`src/rtl/imem_loader.sv`:
```
// imem_loader
// Boot-time program loader. Receives a framed byte stream
// (LEN_LO, LEN_HI, 4*N payload bytes LSB-first, CSUM) over a valid/ready
// handshake, assembles 32-bit little-endian words and writes them to
// instruction memory at consecutive word addresses starting at BASE_ADDR.
// The core is held in reset until a complete, checksum-verified program
// has been written.
//
// Ports:
//   clk        - rising-edge clock
//   reset      - asynchronous, active-low reset
//   start      - begin a load (IDLE) or restart one (DONE / ERROR)
//   in_valid   - byte source has a byte on in_byte
//   in_byte    - stream byte
//   in_ready   - loader accepts a byte this cycle (decoded from state)
//   wr_en      - one-cycle instruction memory write strobe
//   wr_addr    - word-aligned byte address of the write
//   wr_data    - instruction word
//   core_hold  - 1 keeps the core in reset; low only once a load is verified
//   done       - load completed and verified
//   err        - load rejected (bad length or bad checksum)
module imem_loader #(
    parameter logic [31:0] BASE_ADDR = 32'h0000_0000,
    parameter int unsigned MAX_WORDS = 256
) (
    input  logic        clk,
    input  logic        reset,
    input  logic        start,
    input  logic        in_valid,
    input  logic [7:0]  in_byte,
    output logic        in_ready,
    output logic        wr_en,
    output logic [31:0] wr_addr,
    output logic [31:0] wr_data,
    output logic        core_hold,
    output logic        done,
    output logic        err
);

    typedef enum logic [2:0] {
        S_IDLE,
        S_LEN_LO,
        S_LEN_HI,
        S_DATA,
        S_CSUM,
        S_DONE,
        S_ERROR
    } state_t;

    localparam logic [16:0] MAX_W = 17'(MAX_WORDS);

    state_t      state_q, state_d;
    logic [7:0]  sum_q,   sum_d;
    logic [1:0]  lane_q,  lane_d;
    logic [15:0] k_q,     k_d;
    logic [15:0] len_q,   len_d;
    logic [23:0] word_q,  word_d;    // lanes 0..2; lane 3 comes straight from in_byte
    logic        wr_en_q, wr_en_d;
    logic [31:0] wr_addr_q, wr_addr_d;
    logic [31:0] wr_data_q, wr_data_d;

    logic        accept;
    logic [7:0]  sum_next;
    logic [15:0] len_in;
    logic        len_ok;

    assign in_ready = (state_q == S_LEN_LO) || (state_q == S_LEN_HI) ||
                      (state_q == S_DATA)   || (state_q == S_CSUM);
    assign accept   = in_valid && in_ready;
    assign sum_next = sum_q + in_byte;
    assign len_in   = {in_byte, len_q[7:0]};
    assign len_ok   = (len_in != 16'd0) && ({1'b0, len_in} <= MAX_W);

    always_comb begin
        state_d   = state_q;
        sum_d     = sum_q;
        lane_d    = lane_q;
        k_d       = k_q;
        len_d     = len_q;
        word_d    = word_q;
        wr_en_d   = 1'b0;
        wr_addr_d = wr_addr_q;
        wr_data_d = wr_data_q;

        case (state_q)
            S_IDLE, S_DONE, S_ERROR: begin
                if (start) begin
                    state_d = S_LEN_LO;
                    sum_d   = 8'd0;
                    lane_d  = 2'd0;
                    k_d     = 16'd0;
                    len_d   = 16'd0;
                end
            end
            S_LEN_LO: begin
                if (accept) begin
                    len_d[7:0] = in_byte;
                    sum_d      = sum_next;
                    state_d    = S_LEN_HI;
                end
            end
            S_LEN_HI: begin
                if (accept) begin
                    len_d   = len_in;
                    sum_d   = sum_next;
                    state_d = len_ok ? S_DATA : S_ERROR;
                end
            end
            S_DATA: begin
                if (accept) begin
                    sum_d  = sum_next;
                    lane_d = lane_q + 2'd1;
                    case (lane_q)
                        2'd0: word_d[7:0]   = in_byte;
                        2'd1: word_d[15:8]  = in_byte;
                        2'd2: word_d[23:16] = in_byte;
                        default: begin
                            // Word complete: register the write, advance index.
                            wr_en_d   = 1'b1;
                            wr_data_d = {in_byte, word_q};
                            wr_addr_d = BASE_ADDR + {14'd0, k_q, 2'b00};
                            k_d       = k_q + 16'd1;
                            if ((k_q + 16'd1) == len_q) begin
                                state_d = S_CSUM;
                            end
                        end
                    endcase
                end
            end
            S_CSUM: begin
                if (accept) begin
                    sum_d   = sum_next;
                    state_d = (sum_next == 8'd0) ? S_DONE : S_ERROR;
                end
            end
            default: state_d = S_IDLE;
        endcase
    end

    always_ff @(posedge clk or negedge reset) begin
        if (!reset) begin
            state_q   <= S_IDLE;
            sum_q     <= 8'd0;
            lane_q    <= 2'd0;
            k_q       <= 16'd0;
            len_q     <= 16'd0;
            word_q    <= 24'd0;
            wr_en_q   <= 1'b0;
            wr_addr_q <= BASE_ADDR;
            wr_data_q <= 32'd0;
        end else begin
            state_q   <= state_d;
            sum_q     <= sum_d;
            lane_q    <= lane_d;
            k_q       <= k_d;
            len_q     <= len_d;
            word_q    <= word_d;
            wr_en_q   <= wr_en_d;
            wr_addr_q <= wr_addr_d;
            wr_data_q <= wr_data_d;
        end
    end

    assign wr_en     = wr_en_q;
    assign wr_addr   = wr_addr_q;
    assign wr_data   = wr_data_q;
    // Status is a pure decode of state, so done and core_hold switch together.
    assign done      = (state_q == S_DONE);
    assign err       = (state_q == S_ERROR);
    assign core_hold = (state_q != S_DONE);

endmodule

```
`config.mk`:
```
export PLATFORM = sky130hd
export DESIGN_NAME = imem_loader
export DESIGN_NICKNAME = d
export VERILOG_FILES = /design/src/rtl/imem_loader.sv
export SDC_FILE = /design/constraint.sdc
export NUM_CORES = 1
export LEC_CHECK = 0
export ABC_AREA = 1
export BUFFER_PORTS_ARGS = -buffer_cell sky130_fd_sc_hd__buf_2
export CORE_MARGIN = 2
export CORE_UTILIZATION = 35
export CTS_CLUSTER_DIAMETER = 30
export DETAILED_ROUTE_END_ITERATION = 10
export GPL_TIMING_DRIVEN = 0
export SETUP_SLACK_MARGIN = 0.4
export SYNTH_ARGS = -nofsm -noshare
export SYNTH_HDL_FRONTEND = slang
export SYNTH_SLANG_ARGS = --single-unit
```
`constraint.sdc`:
```
create_clock -name clk -period 6 [get_ports clk]
set_input_delay 1.2 -clock clk [delete_from_list [all_inputs] [get_ports clk]]
set_output_delay 1.2 -clock clk [all_outputs]
set_load 0.05 [all_outputs]
```
==> metrics.md <==
| Metric | Value |
|---|---|
| Status | `finished clean` |
| Post-CTS setup buffer count | `0` |
| CP endpoint kind | `output port` |
| Cell-by-cell trace of the critical path | `inv_1, nor3_2, inv_2, nand2_1, inv_2, nand2_8, buf_2` |
| First-pass DRT Iterations | `5` |
| Fmax | `297 MHz` |
| R2r endpoint | `state_q[0]` |
| Tot GR Track Use | `0.167` |
| CTS max path bufs | `2` |
| CTS Hold Bufs | `0` |
| RSZ-0062 raised after global routing | `false` |
| Buf+Inv Stages, Crit Path | `4` |
| Hold Crit Class | `flop to flop` |
| Initial antenna violation count | `0` |
| Minimum clock period | `3.36 ns` |
| Ys flop type | `dfrtp_1` |
| R2R Path Start | `k_q[0]` |
| Slowest stage cell, crit path | `nor3_2` |
| GPL Wtd Cong | `0.870` |
| Die Height | `133 µm` |
| Hold endpoint | `wr_data[11]` |
| Final Hold Fails | `0` |
| Max_cap viols | `0` |
| CTS Sinks | `118` |
| Post-synth top area share | `0.506` |
| Via count | `4810` |
| Share of cells above drive strength 1 | `0.176` |
| Setup TNS | `0 ns` |
| Setup violators final | `0` |
| Unique masters post-synth | `35` |
| Root Driver | `clkbuf_16` |
| Async set-or-reset flop fraction in the synthesized netlist | `1.00` |
| Die W | `133 µm` |
| Cells after Synth | `711` |
| Synth Register Bits | `118` |
| DRT antenna net count | `0` |
| Vias in the first global route | `4757` |
| Worst-Margin Slew | `0.656 ns` |
| Synth top area cells | `dfrtp_1 51%, nand2_1 15%, o21ai_0 5.6%` |
| Final nets | `835` |
| Placed Area | `6530 µm²` |
| Synth area leader | `dfrtp_1` |
| Worst-path clk slew | `0.06 ns` |
| Drt total wl | `14000 µm` |
| Fin area | `7160 µm²` |
| Hold_sp | `wr_data[11]` |
| Routed len/inst | `13.5 µm` |
| Clock latency on the worst-skew pair | `0.41 ns` |
| PortBufs | `64` |
| Core footprint | `16500 µm²` |
| H-tree Lvls | `4` |
| Worst EP required | `4.80 ns` |
| Clock Skew | `0.00819 ns` |
| DR vias/cell | `4.61` |
| Post-DP HPWL | `10300 µm` |
| Drc violations | `0` |
| Ant diodes | `0` |
| Max Slew Vio Count | `0` |
| Crit share post-route | `0.561` |
| Commonest cells post-synth | `232 x nand2_1, 118 x dfrtp_1, 70 x inv_1, 65 x o21ai_0, 63 x nand3_1` |
| Leakage | `0.00365 µW` |
| Critical Path Source Type | `flop` |
| # IOs | `81` |
| Grt ovf | `0` |
| Starting Density | `0.355` |
| Layout area overhead | `22.7%` |
| Seq/Total Area, Yosys | `0.506` |
| CP Data Arrival Time | `2.16 ns` |
| Synth Cell Area | `5840 µm²` |
| R2r setup slk | `3.72 ns` |
| YS warnings | `0` |
| Worst hold path cell count | `2` |
| Most frequent CP cell | `inv_2` |
| 1st-iter DRT viols | `403` |
| CP max FO | `10` |
| CTS tree | `built` |
| Multi-input logic area | `2420 µm²` |
| Rows | `47` |
| Power density over cell area | `417 nW/µm²` |
| Kind of cell adding the most delay to the critical path | `simple AND/OR/NAND/NOR gates` |
| EDFF count, synth | `0` |
| Avg Inst Size Synth | `8.21 µm²` |
| Max VDD drop | `0.221 mV` |
| Post-cts resize count | `0` |
| Fillers | `1705` |
| Slew headroom | `0.561` |
| First-pass GRT wire length | `23500 µm` |
| Largest net degree at the start of global routing | `61` |
| Count leader, synth | `nand2_1` |
| R2R depth | `14` |
| Register area | `2950 µm²` |
| Kind of critical path | `flop to output port` |
| Die area | `17700 µm²` |
| Crit-path max cell delay | `0.51 ns` |
| CTS Buf Count | `17` |
sequential cells by signal (all words and copies together), names as in the netlist:
signal / count
sum_q: 8
state_q: 3
lane_q: 2
word_q: 24
len_q: 16
wr_en: 1
wr_data: 32
k_q: 16
wr_addr: 16
area by class of cell:
class | instances | area share
flip-flops and latches | 118 | 0.412
multi-input cells | 493 | 0.339
repair buffers | 65 | 0.0494
inverters | 81 | 0.0431
well taps | 220 | 0.0384
plain buffers | 34 | 0.0292
clock buffers | 19 | 0.0618
clock inverters | 13 | 0.0272
power by group:
part | total (µW) | switching (µW) | internal (µW)
sequential | 983 | 71.5 | 911
combinational | 915 | 617 | 299
clock | 1090 | 380 | 712
routing by layer:
metal | part of all wire | vias to the layer above | wire, µm | track usage
li1 | - | 2470 | - | -
met1 | 0.48 | 2215 | 6720 | 0.219
met2 | 0.46 | 103 | 6470 | 0.268
met3 | 0.037 | 22 | 513 | 0.0438
met4 | 0.023 | 0 | 319 | 0.0644
met5 | 0 | - | 0 | 0
worst max-delay path by stage:
stage,from,endpoint,slack (ns),cells past startpoint
after global placement,reset,wr_data[19],2.22,1
after CTS,state_q[1],in_ready,2.65,7
final,state_q[1],in_ready,2.64,7
after detailed placement,in_byte[0],state_q[0],2.90,12
after global routing,state_q[1],in_ready,2.50,7
after floorplan,state_q[1],err,3.15,2
kinds of logic after synthesis:
| family | synth area share |
|---|---|
| buf+inv | 0.0887 |
| fa+ha+maj | 0.0291 |
| simple gates | 0.254 |
| xor+xnor | 0.0135 |
| flops | 0.506 |
| other cells | 0.000642 |
| compound gates | 0.109 |
through the flow:
step | util | total power [µW] | std cells | setup WS [ns] | hold slack (ns)
floorplan | - | 1710 | 726 | 3.15 | 0.450
global route | 0.435 | 3170 | 1043 | 2.50 | 0.491
CTS | 0.435 | 3010 | 1043 | 2.65 | 0.468
global placement | 0.394 | 1900 | 1010 | 2.22 | 0.452
finish | 0.435 | 2990 | 1043 | 2.64 | 0.464
detailed placement | 0.396 | 1910 | 1011 | 2.90 | 0.455
cells in the final DEF (no fill, tap or decap), types with 2 or more instances in the layout:
master,count
nand2_1,232
dfrtp_1,118
inv_1,70
buf_2,65
o21ai_0,65
nand3_1,63
nor2_1,26
o21ai_1,18
buf_4,17
clkbuf_16,17
conb_1,16
clkbuf_1,13
ha_1,12
o22ai_1,10
nand4_1,10
inv_2,9
a21oi_1,5
xor2_1,5
nor3_1,4
a21oi_4,4
xnor2_1,4
bufinv_16,4
inv_6,4
nor3_2,3
nor2_4,3
buf_6,3
clkinvlp_4,3
inv_4,2
o21ai_2,2
nand3b_1,2
o22ai_2,2
clkinv_4,2
worst reg2reg max path, stage by stage, from the launching register on:
cell and delay (ns):
dfrtp_1 0.43, ha_1 0.22, nand3_1 0.15, nor2_1 0.32, nand2_1 0.11, nand3_1 0.11
nand2_1 0.06, nor2_1 0.11, nand2_1 0.07, nor2_1 0.12, nand3_1 0.10, nand2_1 0.14
nand2_1 0.11, nand2_1 0.08, nand2_1 0.05
(Power assumes the default switching activity.)
